==> src/rtl/alu_seq_pkg.sv <==
// rtl/alu_seq_pkg.sv - shared states, view selects and ALU opcodes
package alu_seq_pkg;

  typedef enum logic [1:0] {
    IDLE  = 2'd0,
    FETCH = 2'd1,
    EXEC  = 2'd2,
    DONE  = 2'd3
  } state_e;

  localparam logic [1:0] V_RES  = 2'b00;
  localparam logic [1:0] V_OPA  = 2'b01;
  localparam logic [1:0] V_OPB  = 2'b10;
  localparam logic [1:0] V_SCAN = 2'b11;

  localparam logic [2:0] OP_AND = 3'b000;
  localparam logic [2:0] OP_OR  = 3'b001;
  localparam logic [2:0] OP_ADD = 3'b010;

endpackage

==> src/rtl/alu_nbits.sv <==
// rtl/alu_nbits.sv - N-bit ALU with invert-B, carry-in and carry-out
module ALUNBits
  import alu_seq_pkg::*;
#(
  parameter int N = 32
) (
  input  logic [N-1:0] a_i,
  input  logic [N-1:0] b_i,
  input  logic         c_i,
  input  logic         invert_i,
  input  logic [2:0]   operacion_i,
  output logic [N-1:0] result_o,
  output logic         c_o
);

  logic [N-1:0] b_eff;
  logic [N:0]   sum;

  // Carry is only meaningful for ADD; logic ops report carry 0
  always_comb begin
    b_eff    = invert_i ? ~b_i : b_i;
    sum      = {1'b0, a_i} + {1'b0, b_eff} + {{N{1'b0}}, c_i};
    result_o = '0;
    c_o      = 1'b0;
    case (operacion_i)
      OP_AND:  result_o = a_i & b_eff;
      OP_OR:   result_o = a_i | b_eff;
      OP_ADD: begin
        result_o = sum[N-1:0];
        c_o      = sum[N];
      end
      default: result_o = '0;
    endcase
  end

endmodule

==> src/rtl/disp7segs.sv <==
// rtl/disp7segs.sv - hex nibble to active-high {g,f,e,d,c,b,a} segments
module Disp7segs (
  input  logic [3:0] nibble_i,
  output logic [6:0] seg_o
);

  // Hex glyph table
  always_comb begin
    seg_o = 7'h00;
    case (nibble_i)
      4'h0: seg_o = 7'h3F;
      4'h1: seg_o = 7'h06;
      4'h2: seg_o = 7'h5B;
      4'h3: seg_o = 7'h4F;
      4'h4: seg_o = 7'h66;
      4'h5: seg_o = 7'h6D;
      4'h6: seg_o = 7'h7D;
      4'h7: seg_o = 7'h07;
      4'h8: seg_o = 7'h7F;
      4'h9: seg_o = 7'h6F;
      4'hA: seg_o = 7'h77;
      4'hB: seg_o = 7'h7C;
      4'hC: seg_o = 7'h39;
      4'hD: seg_o = 7'h5E;
      4'hE: seg_o = 7'h79;
      default: seg_o = 7'h71;
    endcase
  end

endmodule

==> src/rtl/memoria_a.sv <==
// rtl/memoria_a.sv - operand A constant ROM
module memoria_a #(
  parameter int N      = 32,
  parameter int ADDR_W = 3
) (
  input  logic [ADDR_W-1:0] addr_i,
  output logic [N-1:0]      data_o
);

  // Small fixed operand image used by the board demo
  always_comb begin
    data_o = '0;
    case (addr_i)
      ADDR_W'(1): data_o = N'(32'h0000_0005);
      ADDR_W'(2): data_o = N'(32'h0000_0003);
      ADDR_W'(3): data_o = N'(32'hFFFF_FFFF);
      default:    data_o = '0;
    endcase
  end

endmodule

==> src/rtl/memoria_b.sv <==
// rtl/memoria_b.sv - operand B constant ROM
module memoria_b #(
  parameter int N      = 32,
  parameter int ADDR_W = 3
) (
  input  logic [ADDR_W-1:0] addr_i,
  output logic [N-1:0]      data_o
);

  // Small fixed operand image used by the board demo
  always_comb begin
    data_o = '0;
    case (addr_i)
      ADDR_W'(1): data_o = N'(32'h0000_0005);
      ADDR_W'(2): data_o = N'(32'h0000_0003);
      ADDR_W'(3): data_o = N'(32'h0000_0001);
      default:    data_o = '0;
    endcase
  end

endmodule

==> src/rtl/view_scanner.sv <==
// rtl/view_scanner.sv - view select with timed auto-rotation
module view_scanner
  import alu_seq_pkg::*;
#(
  parameter int SCAN_DIV = 25_000_000
) (
  input  logic       clk_i,
  input  logic       rst_n_i,
  input  logic [1:0] sel_i,
  output logic [1:0] view_o
);

  localparam int CW = (SCAN_DIV > 2) ? $clog2(SCAN_DIV) : 1;

  logic [CW-1:0] cnt_q, cnt_d;
  logic [1:0]    scan_q, scan_d;

  // Counter only runs in auto-scan; leaving it restarts the rotation at the result view
  always_comb begin
    cnt_d  = '0;
    scan_d = V_RES;
    if (sel_i == V_SCAN) begin
      cnt_d  = cnt_q + 1'b1;
      scan_d = scan_q;
      if (cnt_q == CW'(SCAN_DIV - 1)) begin
        cnt_d  = '0;
        scan_d = (scan_q == V_OPB) ? V_RES : scan_q + 2'd1;
      end
    end
  end

  // Counter and rotation registers
  always_ff @(posedge clk_i) begin
    if (!rst_n_i) begin
      cnt_q  <= '0;
      scan_q <= V_RES;
    end else begin
      cnt_q  <= cnt_d;
      scan_q <= scan_d;
    end
  end

  assign view_o = (sel_i == V_SCAN) ? scan_q : sel_i;

endmodule

==> src/rtl/alu_seq_monitor.sv <==
// rtl/alu_seq_monitor.sv - sequenced ALU harness with accumulator, flags and display
module alu_seq_monitor
  import alu_seq_pkg::*;
#(
  parameter int N        = 32,
  parameter int ADDR_W   = 3,
  parameter int SCAN_DIV = 25_000_000
) (
  input  logic              clk_i,
  input  logic              rst_n_i,
  input  logic              start_i,
  input  logic              clear_i,
  input  logic              acc_mode_i,
  input  logic [ADDR_W-1:0] addra_i,
  input  logic [ADDR_W-1:0] addrb_i,
  input  logic              c_i,
  input  logic              invert_i,
  input  logic [2:0]        operacion_i,
  input  logic [1:0]        seloperacion_i,
  output logic              busy_o,
  output logic              valid_o,
  output logic              c_o,
  output logic              zero_o,
  output logic [1:0]        view_o,
  output logic [7*(N/4)-1:0] disp_o
);

  localparam int ND = N / 4;

  state_e       state_q, state_d;
  logic         start_q;
  logic [N-1:0] opa_q, opb_q, acc_q, result_q;
  logic         c_q, zero_q;
  logic         fetch_en, exec_en, clr_en;
  logic [N-1:0] rom_a, rom_b, alu_res, view_val;
  logic         alu_c;
  logic         start_rise;

  assign start_rise = start_i & ~start_q;

  memoria_a #(.N(N), .ADDR_W(ADDR_W)) u_rom_a (.addr_i(addra_i), .data_o(rom_a));
  memoria_b #(.N(N), .ADDR_W(ADDR_W)) u_rom_b (.addr_i(addrb_i), .data_o(rom_b));

  ALUNBits #(.N(N)) u_alu (
    .a_i        (opa_q),
    .b_i        (opb_q),
    .c_i        (c_i),
    .invert_i   (invert_i),
    .operacion_i(operacion_i),
    .result_o   (alu_res),
    .c_o        (alu_c)
  );

  // Next state and per-state enables; clear is only honoured when no operation is in flight
  always_comb begin
    state_d  = state_q;
    fetch_en = 1'b0;
    exec_en  = 1'b0;
    clr_en   = 1'b0;
    case (state_q)
      IDLE: begin
        clr_en = clear_i;
        if (start_rise) state_d = FETCH;
      end
      FETCH: begin
        fetch_en = 1'b1;
        state_d  = EXEC;
      end
      EXEC: begin
        exec_en = 1'b1;
        state_d = DONE;
      end
      DONE: begin
        clr_en  = clear_i;
        state_d = IDLE;
      end
      default: state_d = IDLE;
    endcase
  end

  // State register
  always_ff @(posedge clk_i) begin
    if (!rst_n_i) state_q <= IDLE;
    else          state_q <= state_d;
  end

  // Operands, accumulator, result and flags
  always_ff @(posedge clk_i) begin
    if (!rst_n_i) begin
      start_q  <= 1'b0;
      opa_q    <= '0;
      opb_q    <= '0;
      acc_q    <= '0;
      result_q <= '0;
      c_q      <= 1'b0;
      zero_q   <= 1'b1;
    end else begin
      start_q <= start_i;
      if (fetch_en) begin
        opa_q <= acc_mode_i ? acc_q : rom_a;
        opb_q <= rom_b;
      end
      if (exec_en) begin
        result_q <= alu_res;
        acc_q    <= alu_res;
        c_q      <= alu_c;
        zero_q   <= (alu_res == '0);
      end else if (clr_en) begin
        result_q <= '0;
        acc_q    <= '0;
        c_q      <= 1'b0;
        zero_q   <= 1'b1;
      end
    end
  end

  assign busy_o  = (state_q != IDLE);
  assign valid_o = (state_q == DONE);
  assign c_o     = c_q;
  assign zero_o  = zero_q;

  view_scanner #(.SCAN_DIV(SCAN_DIV)) u_scan (
    .clk_i  (clk_i),
    .rst_n_i(rst_n_i),
    .sel_i  (seloperacion_i),
    .view_o (view_o)
  );

  // Value behind the current view; operand B follows the live invert switch
  always_comb begin
    view_val = result_q;
    case (view_o)
      V_OPA:   view_val = opa_q;
      V_OPB:   view_val = invert_i ? ~opb_q : opb_q;
      default: view_val = result_q;
    endcase
  end

  for (genvar k = 0; k < ND; k++) begin : g_digit
    Disp7segs u_seg (
      .nibble_i(view_val[4*k+3 -: 4]),
      .seg_o   (disp_o[7*k+6 -: 7])
    );
  end

endmodule

==> config.mk <==
export PLATFORM = sky130hd
export DESIGN_NAME = alu_seq_monitor
export DESIGN_NICKNAME = d
export VERILOG_FILES = /design/src/rtl/alu_seq_pkg.sv /design/src/rtl/alu_nbits.sv /design/src/rtl/disp7segs.sv /design/src/rtl/memoria_a.sv /design/src/rtl/memoria_b.sv /design/src/rtl/view_scanner.sv /design/src/rtl/alu_seq_monitor.sv
export SDC_FILE = /design/constraint.sdc
export NUM_CORES = 1
export LEC_CHECK = 0
export BUFFER_PORTS_ARGS = -buffer_cell sky130_fd_sc_hd__clkbuf_2
export CAP_MARGIN = 20
export CORE_ASPECT_RATIO = 1.75
export CORE_MARGIN = 1.5
export CORE_UTILIZATION = 45
export CTS_CLUSTER_DIAMETER = 40
export DETAILED_ROUTE_END_ITERATION = 16
export PLACE_DENSITY_LB_ADDON = 0.25
export SETUP_SLACK_MARGIN = 0.02
export SYNTH_ARGS = -nofsm -noshare
export SYNTH_HDL_FRONTEND = slang
export SYNTH_SLANG_ARGS = --single-unit
==> constraint.sdc <==
create_clock -name clk_i -period 6.3 [get_ports clk_i]
set_clock_uncertainty 0.2 [all_clocks]
set_input_delay 0.63 -clock clk_i [delete_from_list [all_inputs] [get_ports clk_i]]
set_output_delay 0.63 -clock clk_i [all_outputs]
set_load 0.02 [all_outputs]
==> results of run 1 <==
routing by layer:
layer / track usage / wire, um
met5: 0 / 0
met4: 0.1884 / 2284
met3: 0.02855 / 761
met2: 0.4956 / 15160
met1: 0.2597 / 10520
layout by cell type, fill, tap and decap left out, types with 6 or more instances in the layout:
cell type  instances
nor2_1            81
a21oi_1          109
o21ai_1           10
a221oi_1           8
and3_1            18
buf_4             17
a32oi_1            7
inv_1             92
mux2i_1           13
nor4_1             7
nor3b_1            7
dfxtp_1           99
ha_1             128
nand4_1            7
nor2b_1           33
a21o_1            12
a31oi_1           11
a22oi_1           23
nand2b_1           6
nand2_1          210
o31ai_1            9
o21a_1            31
nor3_1            25
o21ai_0           94
clkbuf_2          79
o221ai_1           7
nand3_1           21
o22a_1             8
a21boi_0           6
clkbuf_16          9
and2_1             7
xnor2_1           19
xor2_1            26
sequential cells by signal, indices dropped and copies added (netlist names):
name and count:
u_scan.scan_q 2, zero_o 1, result_q 32, state_q 2
opb_q 3, start_q 1, u_scan.cnt_q 25, opa_q 32
c_o 1
through the flow:
step                      hold slack [ps]  setup slack [ps]  total power, W
after detailed placement            243.4              1414        0.002918
final                               251.6              1767        0.003556
after global placement              233.4              1447        0.002890
after CTS                           254.9              1780        0.003546
after floorplan                     217.5              2230        0.002328
after global routing                276.7              1534        0.003823
worst max path at each step:
| stage | start | end | slack [ps] | cells after the start |
|---|---|---|---|---|
| global route | invert_i | zero_o$_SDFFE_PN1P_ | 1530 | 14 |
| CTS | invert_i | zero_o$_SDFFE_PN1P_ | 1780 | 14 |
| global placement | invert_i | zero_o$_SDFFE_PN1P_ | 1450 | 14 |
| detailed placement | invert_i | zero_o$_SDFFE_PN1P_ | 1410 | 14 |
| finish | invert_i | zero_o$_SDFFE_PN1P_ | 1770 | 14 |
| floorplan | seloperacion_i[0] | disp_o[21] | 2230 | 12 |
cell families after synthesis:
kind of cell / Yosys count / synth area share
buffers and inverters: 160 / 0.06347
and+or+nand+nor: 452 / 0.2204
adders and majority gates: 130 / 0.1720
muxes: 16 / 0.01796
AOI/OAI and AO/OA: 401 / 0.2771
xor gates and xnor gates: 45 / 0.04131
DFF: 99 / 0.2077
layout make-up:
type                    instances  area [um^2]
clock buffers                   9        225.2
clock inverters                 7        105.1
fillers                      2092        10330
inverters                      92        345.3
multi-input cells            1044         6978
flip-flops and latches         99         1982
well taps                     252        315.3
repair buffers                101        560.5
critical path, stage by stage:
cell and delay, ps:
clkbuf_2 260, xor2_1 210, fa_1 440, fa_1 430, a211oi_2 340, o211ai_2 190, a21boi_2 200, xnor2_1 110
a2111o_1 420, a2111oi_1 370, nand4_1 190, nor4_1 430, nand4_1 180, o31ai_2 200
report_power, final:
part | internal [W] | switching (W) | total, W | leakage (nW)
clock network | 0.000355 | 0.000267 | 0.000622 | 0.164
registers | 0.000740 | 0.000185 | 0.000926 | 0.804
logic | 0.000726 | 0.00128 | 0.00201 | 3.46
==> summary.txt, run 1 <==
Synth
  – Top post-synthesis cells by count: nand2_1, ha_1, a21oi_1
  – Top-count cell post-synth: nand2_1
  – Netlist cell types: 81
  – Syn Inst Count: 1,303
  – Synth area leader: dfxtp_1
  – Synth top area share: 0.2077
  – Post-synth EDFFs: 0
  – Ys flop type: dfxtp_1
  – FF+latch count, synth: 99
  – Mean Syn Cell Area: 7.323 um^2
  – Synth top area cells: dfxtp_1, ha_1, nand2_1
  – Mapped Area: 0.009542 mm^2
  – Async SR Flop Fraction: 0
  – Synthesized net count: 1,451
  – Ys Warns: 0
  – Seq/Total Area, Yosys: 0.2077

Worst hold path
  – Hold Path Depth: 1
  – Hold EP: u_scan.cnt_q[0]$_SDFF_PP0_
  – Hold Crit Start: u_scan.cnt_q[0]$_SDFF_PP0_
  – Hold Path Class: flip-flop to flip-flop

Finish
  – Layout cells sized above 1: 0.1102
  – Growth of design area from synthesis to finish: 10.16%
  – Final instance area: 0.01051 mm^2
  – Finished Layout Cells: 1,604
  – Fin util: 0.5043
  – Diodes inserted: 0
  – Nets: 1,495

Setup path
  – Reg-to-Reg End: zero_o$_SDFFE_PN1P_
  – R2r startpoint: opb_q[0]$_SDFFE_PN0N_
  – Crit end category: flip-flop
  – WS Path Type: input pin to flip-flop
  – Crit path max fanout: 10
  – Critical Path Start Type: input pin
  – Required time worst endpoint: 6380 ps
  – R2R depth: 13
  – R2R Setup Slk: 1960 ps
  – Worst path arrival time: 4610 ps

CTS
  – Clk Latency, worst-skew pair: 360 ps
  – Clock Path Buffers: 2
  – CTS clk-pin slew, worst paths: 80 ps
  – Post-CTS setup buffer count: 0
  – Hold buffers post-CTS: 0
  – CTS root buf: clkbuf_16
  – TritonCTS Buffers: 9
  – # clock sinks: 99
  – CTS tree: yes
  – CTS resizes: 0
  – H-tree Lvls: 3

Routing
  – Drt pass-1 iters: 7
  – Starting DRT DRC Count: 571
  – Residual DRC count: 0
  – Post-route ant nets: 0
  – Vias/cell: 5.844
  – Via Count: 9,373
  – Total routed wirelength: 28.72 mm
  – Drt wl/cell: 17.91 um

Placed design
  – Port bufs: 79
  – Post-DP HPWL: 21.82 mm
  – Routability-driven placement congestion ratio: 0.9819
  – Placed Cells incl. Taps: 1,585
  – Placed Area: 0.01016 mm^2

Floorplan
  – Die X: 113.1 um
  – Initial core utilization: 0.4577
  – CORE AREA: 0.02085 mm^2
  – Boundary Pins: 80
  – Std-Cell Rows: 70
  – DIE AREA: 0.02212 mm^2
  – Die height: 195.6 um

STA
  – Setup TNS: 0 ps
  – FMAX: 220.6 MHz
  – Fin crit period: 4533 ps
  – Endpoints failing hold: 0
  – Fin crit share: 0.7195
  – Final slew viol count: 0
  – Normalized max-slew margin: 0.3315
  – Final setup violation count: 0
  – Worst-margin pin slew: 999.5 ps
  – RSZ-0062 raised after global routing: no

Global route
  – Number of global-route vias before repair: 9,111
  – Total global-route track usage: 0.2623
  – First-pass GRT wire length: 46.47 mm
  – Grt total ovfl: 0
  – Pin count of the biggest net entering global routing: 75
  – Antenna violations before repair: 0

Run
  – Max-cap violation count: 0

Power
  – VDD IR-drop max: 0.0001929 V
  – Pleak: 4.427 nW
  – Pwr/cell area: 338.3 mW/mm^2

Run status
  – Status: finished, final reports clean
No activity file was read; power rests on OpenSTA's default activity.
==> inputs of run 2 (changes only) <==
--- a/config.mk
+++ b/config.mk
@@ -5,6 +5,7 @@
 export SDC_FILE = /design/constraint.sdc
 export NUM_CORES = 1
 export LEC_CHECK = 0
+export ABC_AREA = 1
 export BUFFER_PORTS_ARGS = -buffer_cell sky130_fd_sc_hd__clkbuf_2
 export CAP_MARGIN = 20
 export CORE_ASPECT_RATIO = 1.75
==> constraint.sdc (replaced) <==
create_clock -name clk_i -period 4.36 [get_ports clk_i]
set_clock_uncertainty 0.2 [all_clocks]
set_input_delay 0.436 -clock clk_i [delete_from_list [all_inputs] [get_ports clk_i]]
set_output_delay 0.436 -clock clk_i [all_outputs]
set_load 0.02 [all_outputs]
==> summary.txt, run 2 <==
Synth
  – Mean Syn Cell Area: 6.053 um^2
  – Netlist cell types: 39
  – Top post-synthesis cells by count: nand2_1, inv_1, nor2_1
  – Syn Inst Count: 1,646
  – Mapped Area: 0.009963 mm^2
  – Ys Warns: 0
  – Top-count cell post-synth: nand2_1
  – Post-synth EDFFs: 0
  – Synthesized net count: 1,794
  – Synth top area cells: dfxtp_1, nand2_1, ha_1
  – Ys flop type: dfxtp_1
  – Synth area leader: dfxtp_1
  – Synth top area share: 0.1989
  – Async SR Flop Fraction: 0
  – FF+latch count, synth: 99
  – Seq/Total Area, Yosys: 0.1989

Routing
  – Drt wl/cell: 15.16 um
  – Drt pass-1 iters: 7
  – Via Count: 10,550
  – Starting DRT DRC Count: 479
  – Residual DRC count: 0
  – Vias/cell: 5.241
  – Total routed wirelength: 30.51 mm
  – Post-route ant nets: 0

CTS
  – Post-CTS setup buffer count: 0
  – Hold buffers post-CTS: 0
  – Clk Latency, worst-skew pair: 380 ps
  – CTS tree: yes
  – CTS resizes: 0
  – CTS root buf: clkbuf_16
  – TritonCTS Buffers: 9
  – Clock Path Buffers: 2
  – H-tree Lvls: 3
  – # clock sinks: 99
  – CTS clk-pin slew, worst paths: 70 ps

Global route
  – Total global-route track usage: 0.2736
  – First-pass GRT wire length: 49.34 mm
  – Pin count of the biggest net entering global routing: 46
  – Number of global-route vias before repair: 10,250
  – Antenna violations before repair: 0
  – Grt total ovfl: 0

Setup path
  – R2R depth: 20
  – R2r startpoint: opb_q[0]$_SDFFE_PN0N_
  – Slowest-stage cell, CP: o22ai_1
  – Max incr delay on CP: 440 ps
  – Reg-to-Reg End: zero_o$_SDFFE_PN1P_
  – Crit end category: output port
  – Critical Path Start Type: flip-flop
  – R2R Setup Slk: 680 ps
  – Cell chain of the critical path: inv_1 > a21oi_1 > ha_1 > inv_2 > nand2_1 > buf_4 > o22ai_1 > inv_1 > ha_1 > inv_1 > nor2_1 > o31ai_1 > clkbuf_2
  – Cell with the most instances on the worst path: inv_1
  – WS Path Type: flip-flop to output port
  – Required time worst endpoint: 3720 ps
  – Crit path max fanout: 10
  – Worst path arrival time: 3260 ps

STA
  – Final setup violation count: 0
  – Setup TNS: 0 ps
  – Fin crit share: 0.8925
  – FMAX: 257.0 MHz
  – Fin Hold WS: 63.85 ps
  – Endpoints failing hold: 0
  – Final slew viol count: 0
  – RSZ-0062 raised after global routing: no
  – Normalized max-slew margin: 0.3156
  – Worst-margin pin slew: 1023 ps
  – Fin crit period: 3891 ps

Power
  – Pwr/cell area: 464.1 mW/mm^2
  – Sw Ratio: 0.5200
  – Internal power: 0.002457 W
  – Clock power frac: 0.163
  – VDD IR-drop max: 0.0005107 V
  – Gate power share: 0.603
  – Reg power frac: 0.234
  – Net Sw Power: 0.002662 W
  – Pleak: 5.596 nW
  – Tot Pwr: 0.005119 W

Floorplan
  – Std-Cell Rows: 71
  – DIE AREA: 0.02308 mm^2
  – Initial core utilization: 0.4615
  – CORE AREA: 0.02159 mm^2
  – Die height: 199.8 um
  – Boundary Pins: 80
  – Die X: 115.5 um

Finish
  – Nets: 1,864
  – Final-layout fill cell count: 2,320
  – Growth of design area from synthesis to finish: 10.70%
  – Most frequent cells in the layout: nand2_1, inv_1, nor2_1, ha_1, dfxtp_1
  – Most common cell after layout, fill and taps aside: nand2_1
  – Layout cells sized above 1: 0.08600
  – Diodes inserted: 0
  – Regs by FF count: opa_q x32, result_q x32, u_scan.cnt_q x25

Run status
  – Status: finished, final reports clean

Run
  – Max-cap violation count: 0

Worst hold path
  – Hold Path Depth: 3
  – Hold Path Class: input pin to flip-flop
  – Hold Crit Start: start_i
  – Hold EP: start_q$_SDFF_PN0_

Placed design
  – Port bufs: 79
  – Post-DP HPWL: 23.79 mm
  – Routability-driven placement congestion ratio: 1.006
[run 2: cell count changes after synthesis, sizes merged, moves of 26 or more]
cell and change:
o22ai +42, a21oi -46, nor2b -33, nand2 +281, o21a -26, nand3 +50, inv +213, clkbuf -31
nor2 +68
[run 2: cells by family (layout without fill, tap and decap cells)]
group | after synthesis | in the layout | synth area share
flops | 99 | 99 | 0.1989
buf+inv | 348 | 423 | 0.1316
compound gates | 294 | 294 | 0.1810
xor+xnor | 5 | 5 | 0.004395
simple gates | 770 | 770 | 0.3194
fa+ha+maj | 130 | 130 | 0.1648
[run 2: stage by stage]
step                worst slack (ps)  area, um^2  utilization  instances
floorplan                      646.2        9963            -       1646
CTS                            439.2       11030       0.5109       2013
global route                   152.3       11030       0.5109       2013
global placement               456.8       10730       0.4968       1997
finish                         468.8       11030       0.5109       2013
detailed placement             443.2       10730       0.4968       1997
[run 2: final cells by class]
cell class                      instances  area [um^2]  share of cell area
Clock buffer                           10        239.0             0.02167
Clock inverter                          6        65.06            0.005899
Inverter                              308         1156              0.1048
Multi-Input combinational cell       1199         6676              0.6053
Sequential cell                        99         1982              0.1797
Tap cell                              292        365.4             0.03313
Timing Repair Buffer                   99        545.5             0.04946
[run 2: worst max-delay path, delay by kind of cell (launching register included)]
family / cells / cell delay, ps
simple gates: 2 / 230
fa+ha+maj: 2 / 530
compound gates: 3 / 930
flops: 1 / 350
buf+inv: 6 / 820
[run 2: power by group through the flow]
stage               Combinational (W)  Sequential [W]  Clock (W)
global placement              0.00303         0.00121          0
detailed placement            0.00305         0.00121          0
global route                  0.00346         0.00121   0.000885
floorplan                     0.00219         0.00118          0
finish                        0.00309         0.00120   0.000833
CTS                           0.00307         0.00119   0.000856
[run 2: worst max path at each step]
stage                                  start                  end  slack [ps]  depth (start not counted)
6_report       u_scan.scan_q[1]$_SDFFE_PN0P_           disp_o[40]         470                         13
5_1_grt        u_scan.scan_q[1]$_SDFFE_PN0P_           disp_o[34]         150                         15
4_1_cts        u_scan.scan_q[1]$_SDFFE_PN0P_           disp_o[40]         440                         13
3_5_place_dp                        invert_i  zero_o$_SDFFE_PN1P_         440                         22
3_3_place_gp                        invert_i  zero_o$_SDFFE_PN1P_         460                         22
2_1_floorplan              seloperacion_i[1]           disp_o[19]         650                         12
[run 2: per-layer routing]
layer,up-vias,global-route usage,share of wire
met5,-,0,0
met4,0,0.1728,0.059
met3,92,0.02959,0.039
met2,283,0.5211,0.53
met1,4762,0.2777,0.38
li1,5413,-,-
